`src/rtl/nand_seq_pkg.sv`:
```
// Shared types, register map, command field positions and timing defaults for the NAND command sequencer.
package nand_seq_pkg;

  typedef enum logic [2:0] {
    ST_IDLE,
    ST_CMD1,
    ST_ADDR,
    ST_CMD2,
    ST_WAIT_WB,
    ST_WAIT_RB,
    ST_READ,
    ST_DONE
  } state_t;

  // Register byte offsets
  localparam logic [7:0] REG_CMD    = 8'h00;
  localparam logic [7:0] REG_ADDR0  = 8'h04;
  localparam logic [7:0] REG_ADDR1  = 8'h08;
  localparam logic [7:0] REG_STATUS = 8'h0C;

  // CMD register fields
  localparam int unsigned CMD_CMD1_LSB    = 0;
  localparam int unsigned CMD_CMD2_LSB    = 8;
  localparam int unsigned CMD_CMD2_EN_BIT = 16;
  localparam int unsigned CMD_NADDR_LSB   = 17;
  localparam int unsigned CMD_RD_BYTE_BIT = 20;

  // STATUS register fields
  localparam int unsigned STATUS_BUSY_BIT  = 0;
  localparam int unsigned STATUS_DONE_BIT  = 1;
  localparam int unsigned STATUS_RDATA_LSB = 8;

  // Largest address byte count; larger naddr values saturate here
  localparam logic [2:0] NADDR_MAX = 3'd5;

  // Default timing in clocks
  localparam int unsigned T_PULSE_DEF = 3;
  localparam int unsigned T_HOLD_DEF  = 2;
  localparam int unsigned T_WB_DEF    = 8;

  // Latched command descriptor
  typedef struct packed {
    logic       rd_byte;
    logic [2:0] naddr;
    logic       cmd2_en;
    logic [7:0] cmd2;
    logic [7:0] cmd1;
  } cmd_t;

  // Counter width able to hold 0..max(a,b,c)-1
  function automatic int unsigned cnt_width(input int unsigned a, input int unsigned b,
                                            input int unsigned c);
    int unsigned m;
    m = a;
    if (b > m) m = b;
    if (c > m) m = c;
    return (m > 1) ? $clog2(m) : 1;
  endfunction

endpackage

```
`src/rtl/nf_strobe_timer.sv`:
```
// Byte-slot timer: a start pulse opens a slot with the selected strobe low for T_PULSE
// clocks, then high for T_HOLD clocks; flags the last low clock and the slot end.
module nf_strobe_timer
  import nand_seq_pkg::*;
#(
  parameter int unsigned T_PULSE = T_PULSE_DEF,
  parameter int unsigned T_HOLD  = T_HOLD_DEF,
  parameter int unsigned CNT_W   = cnt_width(T_PULSE_DEF, T_HOLD_DEF, T_WB_DEF)
) (
  input  logic clk,
  input  logic rst_n,
  input  logic start,
  input  logic rd,
  output logic we_n,
  output logic re_n,
  output logic last_low_c,
  output logic slot_end_c
);

  localparam logic [CNT_W-1:0] PULSE_LAST = CNT_W'(T_PULSE - 1);
  localparam logic [CNT_W-1:0] HOLD_LAST  = CNT_W'(T_HOLD - 1);

  logic             active;
  logic             low;
  logic [CNT_W-1:0] cnt;

  assign last_low_c = active & low & (cnt == PULSE_LAST);
  assign slot_end_c = active & ~low & (cnt == HOLD_LAST);

  // Slot phase counter and registered strobes
  always_ff @(posedge clk or negedge rst_n) begin
    if (!rst_n) begin
      active <= 1'b0;
      low    <= 1'b0;
      cnt    <= '0;
      we_n   <= 1'b1;
      re_n   <= 1'b1;
    end else if (start) begin
      active <= 1'b1;
      low    <= 1'b1;
      cnt    <= '0;
      we_n   <= rd;
      re_n   <= ~rd;
    end else if (last_low_c) begin
      low  <= 1'b0;
      cnt  <= '0;
      we_n <= 1'b1;
      re_n <= 1'b1;
    end else if (slot_end_c) begin
      active <= 1'b0;
      cnt    <= '0;
    end else if (active) begin
      cnt <= cnt + CNT_W'(1);
    end
  end

endmodule

```
`src/rtl/nand_cmd_seq.sv`:
```
// APB-programmed NAND command/address/read sequencer with ready/busy wait and done interrupt.
module nand_cmd_seq
  import nand_seq_pkg::*;
#(
  parameter int unsigned T_PULSE = T_PULSE_DEF,
  parameter int unsigned T_HOLD  = T_HOLD_DEF,
  parameter int unsigned T_WB    = T_WB_DEF
) (
  input  logic        FIC_0_CLK,
  input  logic        FAB_RESET_N,
  input  logic        PSEL,
  input  logic        PENABLE,
  input  logic        PWRITE,
  input  logic [7:0]  PADDR,
  input  logic [31:0] PWDATA,
  output logic [31:0] PRDATA,
  output logic        PREADY,
  output logic        PSLVERR,
  output logic        NF_CE_N,
  output logic        NF_CLE,
  output logic        NF_ALE,
  output logic        NF_WE_N,
  output logic        NF_RE_N,
  output logic [7:0]  NF_DQ_O,
  output logic        NF_DQ_OE,
  input  logic [7:0]  NF_DQ_I,
  input  logic        NF_RB_N,
  output logic        IRQ
);

  localparam int unsigned CNT_W = cnt_width(T_PULSE, T_HOLD, T_WB);
  localparam logic [CNT_W-1:0] WB_LAST = CNT_W'(T_WB - 1);

  state_t           state, state_next, follow_st;
  cmd_t             cmd_q, cmd_wr;
  logic [31:0]      addr0;
  logic [7:0]       addr1;
  logic             done, done_next, busy_next;
  logic [7:0]       rd_data;
  logic [2:0]       byte_idx, byte_idx_next;
  logic [CNT_W-1:0] wb_cnt, wb_cnt_next;
  logic             rb_meta, rb_sync;
  logic [7:0]       reg_addr;
  logic             wr_acc, rd_setup, wr_setup, start_c, clr_done_c;
  logic             slot_start, slot_rd, last_low_c, slot_end_c;
  logic             we_n_t, re_n_t;
  logic [7:0]       dq_next;
  logic [63:0]      addr_all;
  logic [31:0]      status_val, rd_mux;
  logic             unused_paddr_lsb;

  assign unused_paddr_lsb = ^PADDR[1:0];
  assign PREADY   = 1'b1;
  assign IRQ      = done;
  assign NF_WE_N  = we_n_t;
  assign NF_RE_N  = re_n_t;
  assign reg_addr = {PADDR[7:2], 2'b00};
  assign addr_all = {24'b0, addr1, addr0};

  // APB decode and write-side command descriptor
  always_comb begin
    wr_acc     = PSEL & PENABLE & PWRITE;
    rd_setup   = PSEL & ~PENABLE & ~PWRITE;
    wr_setup   = PSEL & ~PENABLE & PWRITE;
    start_c    = wr_acc & (reg_addr == REG_CMD) & (state == ST_IDLE);
    clr_done_c = wr_acc & (reg_addr == REG_STATUS) & PWDATA[STATUS_DONE_BIT];
    cmd_wr.cmd1    = PWDATA[CMD_CMD1_LSB +: 8];
    cmd_wr.cmd2    = PWDATA[CMD_CMD2_LSB +: 8];
    cmd_wr.cmd2_en = PWDATA[CMD_CMD2_EN_BIT];
    cmd_wr.naddr   = PWDATA[CMD_NADDR_LSB +: 3];
    cmd_wr.rd_byte = PWDATA[CMD_RD_BYTE_BIT];
    if (cmd_wr.naddr > NADDR_MAX) cmd_wr.naddr = NADDR_MAX;
  end

  // State register
  always_ff @(posedge FIC_0_CLK or negedge FAB_RESET_N) begin
    if (!FAB_RESET_N) state <= ST_IDLE;
    else              state <= state_next;
  end

  // Next state, slot starts, byte/WB counters and next NAND bus values
  always_comb begin
    state_next    = state;
    slot_start    = 1'b0;
    slot_rd       = 1'b0;
    byte_idx_next = byte_idx;
    wb_cnt_next   = '0;
    dq_next       = 8'h00;
    follow_st     = cmd_q.cmd2_en ? ST_CMD2 : (cmd_q.rd_byte ? ST_WAIT_WB : ST_DONE);
    case (state)
      ST_IDLE: begin
        if (start_c) begin
          state_next = ST_CMD1;
          slot_start = 1'b1;
        end
      end
      ST_CMD1: begin
        if (slot_end_c) begin
          if (cmd_q.naddr != 3'd0) begin
            state_next    = ST_ADDR;
            byte_idx_next = 3'd0;
            slot_start    = 1'b1;
          end else begin
            state_next = follow_st;
            slot_start = cmd_q.cmd2_en;
          end
        end
      end
      ST_ADDR: begin
        if (slot_end_c) begin
          if (byte_idx == cmd_q.naddr - 3'd1) begin
            state_next = follow_st;
            slot_start = cmd_q.cmd2_en;
          end else begin
            byte_idx_next = byte_idx + 3'd1;
            slot_start    = 1'b1;
          end
        end
      end
      ST_CMD2: begin
        if (slot_end_c) state_next = ST_WAIT_WB;
      end
      ST_WAIT_WB: begin
        if (wb_cnt == WB_LAST) state_next = ST_WAIT_RB;
        else                   wb_cnt_next = wb_cnt + CNT_W'(1);
      end
      ST_WAIT_RB: begin
        if (rb_sync) begin
          if (cmd_q.rd_byte) begin
            state_next = ST_READ;
            slot_start = 1'b1;
            slot_rd    = 1'b1;
          end else begin
            state_next = ST_DONE;
          end
        end
      end
      ST_READ: begin
        if (slot_end_c) state_next = ST_DONE;
      end
      ST_DONE:  state_next = ST_IDLE;
      default:  state_next = ST_IDLE;
    endcase
    case (state_next)
      ST_CMD1: dq_next = start_c ? cmd_wr.cmd1 : cmd_q.cmd1;
      ST_ADDR: dq_next = addr_all[{byte_idx_next, 3'b000} +: 8];
      ST_CMD2: dq_next = cmd_q.cmd2;
      default: dq_next = 8'h00;
    endcase
  end

  // Status view as it will stand during the APB access cycle
  always_comb begin
    busy_next = (state_next != ST_IDLE);
    if (state == ST_DONE) done_next = 1'b1;
    else if (clr_done_c)  done_next = 1'b0;
    else                  done_next = done;
    status_val = '0;
    status_val[STATUS_BUSY_BIT]           = busy_next;
    status_val[STATUS_DONE_BIT]           = done_next;
    status_val[STATUS_RDATA_LSB +: 8]     = rd_data;
    case (reg_addr)
      REG_ADDR0:  rd_mux = addr0;
      REG_ADDR1:  rd_mux = {24'b0, addr1};
      REG_STATUS: rd_mux = status_val;
      default:    rd_mux = '0;
    endcase
  end

  // Configuration, status and counter registers
  always_ff @(posedge FIC_0_CLK or negedge FAB_RESET_N) begin
    if (!FAB_RESET_N) begin
      cmd_q    <= '0;
      addr0    <= '0;
      addr1    <= '0;
      done     <= 1'b0;
      rd_data  <= '0;
      byte_idx <= '0;
      wb_cnt   <= '0;
    end else begin
      if (start_c) cmd_q <= cmd_wr;
      if (wr_acc && reg_addr == REG_ADDR0) addr0 <= PWDATA;
      if (wr_acc && reg_addr == REG_ADDR1) addr1 <= PWDATA[7:0];
      done     <= done_next;
      byte_idx <= byte_idx_next;
      wb_cnt   <= wb_cnt_next;
      if (state == ST_READ && last_low_c) rd_data <= NF_DQ_I;
    end
  end

  // APB read data and error response, loaded in the setup phase
  always_ff @(posedge FIC_0_CLK or negedge FAB_RESET_N) begin
    if (!FAB_RESET_N) begin
      PRDATA  <= '0;
      PSLVERR <= 1'b0;
    end else begin
      PRDATA  <= rd_setup ? rd_mux : 32'h0;
      PSLVERR <= wr_setup & (reg_addr == REG_CMD) & busy_next;
    end
  end

  // Registered NAND bus controls, aligned with the state register
  always_ff @(posedge FIC_0_CLK or negedge FAB_RESET_N) begin
    if (!FAB_RESET_N) begin
      NF_CE_N  <= 1'b1;
      NF_CLE   <= 1'b0;
      NF_ALE   <= 1'b0;
      NF_DQ_O  <= 8'h00;
      NF_DQ_OE <= 1'b0;
    end else begin
      NF_CE_N  <= (state_next == ST_IDLE) || (state_next == ST_DONE);
      NF_CLE   <= (state_next == ST_CMD1) || (state_next == ST_CMD2);
      NF_ALE   <= (state_next == ST_ADDR);
      NF_DQ_OE <= (state_next == ST_CMD1) || (state_next == ST_CMD2) || (state_next == ST_ADDR);
      NF_DQ_O  <= dq_next;
    end
  end

  // Two-flop synchronizer for the asynchronous ready/busy line
  always_ff @(posedge FIC_0_CLK or negedge FAB_RESET_N) begin
    if (!FAB_RESET_N) begin
      rb_meta <= 1'b1;
      rb_sync <= 1'b1;
    end else begin
      rb_meta <= NF_RB_N;
      rb_sync <= rb_meta;
    end
  end

  nf_strobe_timer #(
    .T_PULSE (T_PULSE),
    .T_HOLD  (T_HOLD),
    .CNT_W   (CNT_W)
  ) u_timer (
    .clk        (FIC_0_CLK),
    .rst_n      (FAB_RESET_N),
    .start      (slot_start),
    .rd         (slot_rd),
    .we_n       (we_n_t),
    .re_n       (re_n_t),
    .last_low_c (last_low_c),
    .slot_end_c (slot_end_c)
  );

endmodule

```
`config.mk`:
```
export PLATFORM = sky130hd
export DESIGN_NAME = nand_cmd_seq
export DESIGN_NICKNAME = d
export VERILOG_FILES = /design/src/rtl/nand_seq_pkg.sv /design/src/rtl/nf_strobe_timer.sv /design/src/rtl/nand_cmd_seq.sv
export SDC_FILE = /design/constraint.sdc
export NUM_CORES = 1
export LEC_CHECK = 0
export CELL_PAD_IN_SITES_DETAIL_PLACEMENT = 0
export CELL_PAD_IN_SITES_GLOBAL_PLACEMENT = 1
export CORE_MARGIN = 5
export CORE_UTILIZATION = 40
export CTS_BUF_LIST = sky130_fd_sc_hd__clkbuf_8
export DETAILED_ROUTE_END_ITERATION = 8
export PLACE_DENSITY_LB_ADDON = 0.2
export SETUP_SLACK_MARGIN = 0.1
export SYNTH_ARGS = -nofsm -noshare
export SYNTH_HDL_FRONTEND = slang
export SYNTH_SLANG_ARGS = --single-unit
export TNS_END_PERCENT = 100
```
`constraint.sdc`:
```
create_clock -name FIC_0_CLK -period 2.96 [get_ports FIC_0_CLK]
set_input_delay 0.74 -clock FIC_0_CLK [delete_from_list [all_inputs] [get_ports FIC_0_CLK]]
set_output_delay 0.74 -clock FIC_0_CLK [all_outputs]
set_load 0.05 [all_outputs]
```
==> metrics.yaml <==
synth:
  synthArstFlopShare_pct: 100
  synth-seq-cells: 133
  synthTopCellsByCount: "dfrtp_1, mux2_2, nor2_1, and3_1, o211ai_1"
  yosysSeqAreaShare_pct: 55.5
  synth_edf_count: 0
  synthDistinctLibCells: 67
  synth.most_common_cell: "dfrtp_1"
  synthFlopType: "dfrtp_1"
  synth_area_per_cell_um2: 12.8
  yosysTopAreaCellShare_pct: 53.3
  ys_warn_count: 0
  syn_inst: 471
  synth_area_leaders: "dfrtp_1, mux2_2, dfstp_2"
  syn_area_um2: 6010
  yosysTopAreaCell: "dfrtp_1"
  synth_nets: 533
drt:
  drt_iter0_markers: 204
  detail-route-antenna-nets: 0
  wire_per_inst_um: 18.3
  vias: 4212
  vias_per_cell: 5.28
  totalWireLength_um: 14600
  first_pass_iters: 4
  drc: 0
worst_setup_path:
  cp-start-kind: "register"
  crit_fanout: 8
  slowest_delay_ns: 0.39
  path_delay_family: "compound AO/OA/AOI/OAI gates"
  path_common_cell: "ha_4"
  cp-end-kind: "register"
  critical_path_arrival_ns: 3.08
  critPathBufInv: 2
  crit_required_ns: 3.27
  crit_slowest_cell: "a221oi_4"
  crit_chain: "inv_2 -> ha_4 -> ha_4 -> or3b_1 -> a211o_1 -> a221oi_4 -> buf_12 -> mux2_4 -> a32oi_2 -> o211ai_1"
  worstSetupPathType: "register to register"
timing:
  grt_setup_unrepaired: "yes"
  fin_ws_ns: 0.184
  fmax_ghz: 0.360
  period_needed_ns: 2.78
  hold_viol: 0
  fin_setup_tns_ns: 0
  fin_skew_ns: 0.0106
  slew_viol_final: 0
  worst_pin_slew_ns: 0.648
  setup_viol: 0
  min_period_over_period_pct: 93.8
  slew_headroom_pct: 56.4
placement:
  dpl.hpwl_um: 10600
  gp_congestion: 0.843
  port_buffers: 99
  preCtsSetupSlack_ns: 0.0458
clock_network:
  clk_latency_ns: 0.44
  cts_max_level: 4
  cts_root_buf: "clkbuf_8"
  numClockSinks: 133
  cts_buffers: 17
  cts_tree: "yes"
  cts_max_path_buffers: 2
  clk_pin_slew_ns: 0.07
run_status:
  outcome: "finished, final reports clean"
min_path:
  min_path_type: "input port to async pin"
power_and_ir_drop:
  power.leakage_nw: 3.71
  ir_drop_v: 0.000255
  sw_frac_of_total_pct: 25.0
  combinationalPowerShare_pct: 12.6
  p_clk_share_pct: 38.8
  power_density_nw_per_um2: 505
  p_switching_mw: 1.01
  p_int_mw: 3.02
  seq_power_share_pct: 48.7
global_routing:
  grt_max_degree: 70
  grt_pass1_wl_um: 23600
  grtUsageTotal_pct: 17.0
  antenna_found_initial: 0
  grt-ovfl-total: 0
  grt_pass1_vias: 4531
floorplanning:
  design.die.area_um2: 17600
  io_pins: 103
  initial_utilization_pct: 41.0
  fp.dieW_um: 133
  rows: 44
  die_h_um: 133
  core_area_um2: 14600
run:
  cap_violations: 0
final_layout:
  n_fill_cell: 1286
  drive_above_1_share_pct: 30.5
  area_growth_pct: 32.8
  antennaDiodeCount: 0
  nNetsFinal: 664
power groups by stage:
stage,combinational (mW),sequential [mW],clock (mW)
floorplan,0.248,2.02,0
global placement,0.489,1.99,0
detailed placement,0.499,2.00,0
CTS,0.507,1.96,1.61
global route,0.559,1.97,1.67
finish,0.507,1.96,1.56
per-layer routing:
layer,global-route usage [%],routed length [um]
met1,22.0,6700
met3,4.48,604
met2,27.7,7010
met4,6.41,251
met5,0,0
state kept, by name, summed over array words and instances, names as in the netlist, 3 cells and up:
signal and count:
u_timer.cnt 3, addr0 32, PRDATA 32, addr1 8
cmd_q 21, byte_idx 3, NF_DQ_O 8, state 3
rd_data 8, wb_cnt 3
timing repair:
action | in CTS | in global routing
hold buffers | 0 | 0
pin swaps | 13 | 7
setup endpoints to repair | 8 | 9
setup buffers | 4 | 1
gates resized for setup | 15 | 10
hold endpoints to repair | 0 | 0
cell type report:
cell class | instances | area (um2) | area share (%)
multi-input combinational | 300 | 2620 | 32.9
inverter | 13 | 51.3 | 0.643
tap | 184 | 230 | 2.89
clock inverter | 11 | 135 | 1.69
sequential | 133 | 3330 | 41.8
timing repair buffer | 137 | 1330 | 16.7
clock buffer | 20 | 275 | 3.45
path summary, 6_finish.rpt:
| path | from | end | slack [ns] | depth (start not counted) |
|---|---|---|---|---|
| max | cmd_q[17] | NF_DQ_O[5] | 0.18 | 10 |
| min | FAB_RESET_N | wb_cnt[1] | 0.29 | 1 |
| max reg2reg | cmd_q[17] | NF_DQ_O[5] | 0.18 | 10 |
| min reg2reg | rb_meta | rb_sync | 0.36 | 0 |
| max in group asynchronous | FAB_RESET_N | NF_CE_N | 1.92 | 2 |
| min in group FIC_0_CLK | rb_meta | rb_sync | 0.36 | 0 |
cell families (layout without fill, tap and decap cells):
family	after synthesis	count (layout)	synth area share [%]
DFF	133	133	55.5
and+or+nand+nor	124	124	11.9
muxes	93	93	17.2
AOI/OAI and AO/OA	66	66	9.04
buffers and inverters	38	181	3.08
adders and majority gates	8	8	1.67
xor gates and xnor gates	8	8	1.54
other	1	1	0.0624
through the flow:
| stage | util [%] | instance area [um2] | hold WS [ns] | power (mW) | cells |
|---|---|---|---|---|---|
| 2_1_floorplan | - | 6030 | 0.345 | 2.27 | 471 |
| 5_1_grt | 54.5 | 7980 | 0.330 | 4.21 | 798 |
| 6_report | 54.5 | 7980 | 0.285 | 4.03 | 798 |
| 3_5_place_dp | 50.4 | 7390 | 0.348 | 2.50 | 762 |
| 4_1_cts | 54.1 | 7930 | 0.297 | 4.08 | 797 |
| 3_3_place_gp | 50.4 | 7390 | 0.348 | 2.48 | 762 |
placed cells by master (no fill, tap or decap), types with 4 or more instances in the layout:
master and instances:
a32oi_2 6, o21ai_0 7, nand3_2 4, nor3b_1 4
nor3_1 6, dfstp_2 5, clkbuf_8 20, buf_12 4
a22oi_1 6, nand2b_1 5, mux2_2 75, nand2_1 11
nor2b_1 5, buf_4 33, and3_1 19, o211ai_1 16
mux2i_1 10, clkdlybuf4s50_1 98, nand4_1 5, a21oi_1 4
ha_1 6, nor2_1 26, nand3_1 8, dfrtp_1 128
nand3b_1 10, xnor2_1 4, inv_1 13, mux2_4 8
No activity file was read; power rests on OpenSTA's default activity.
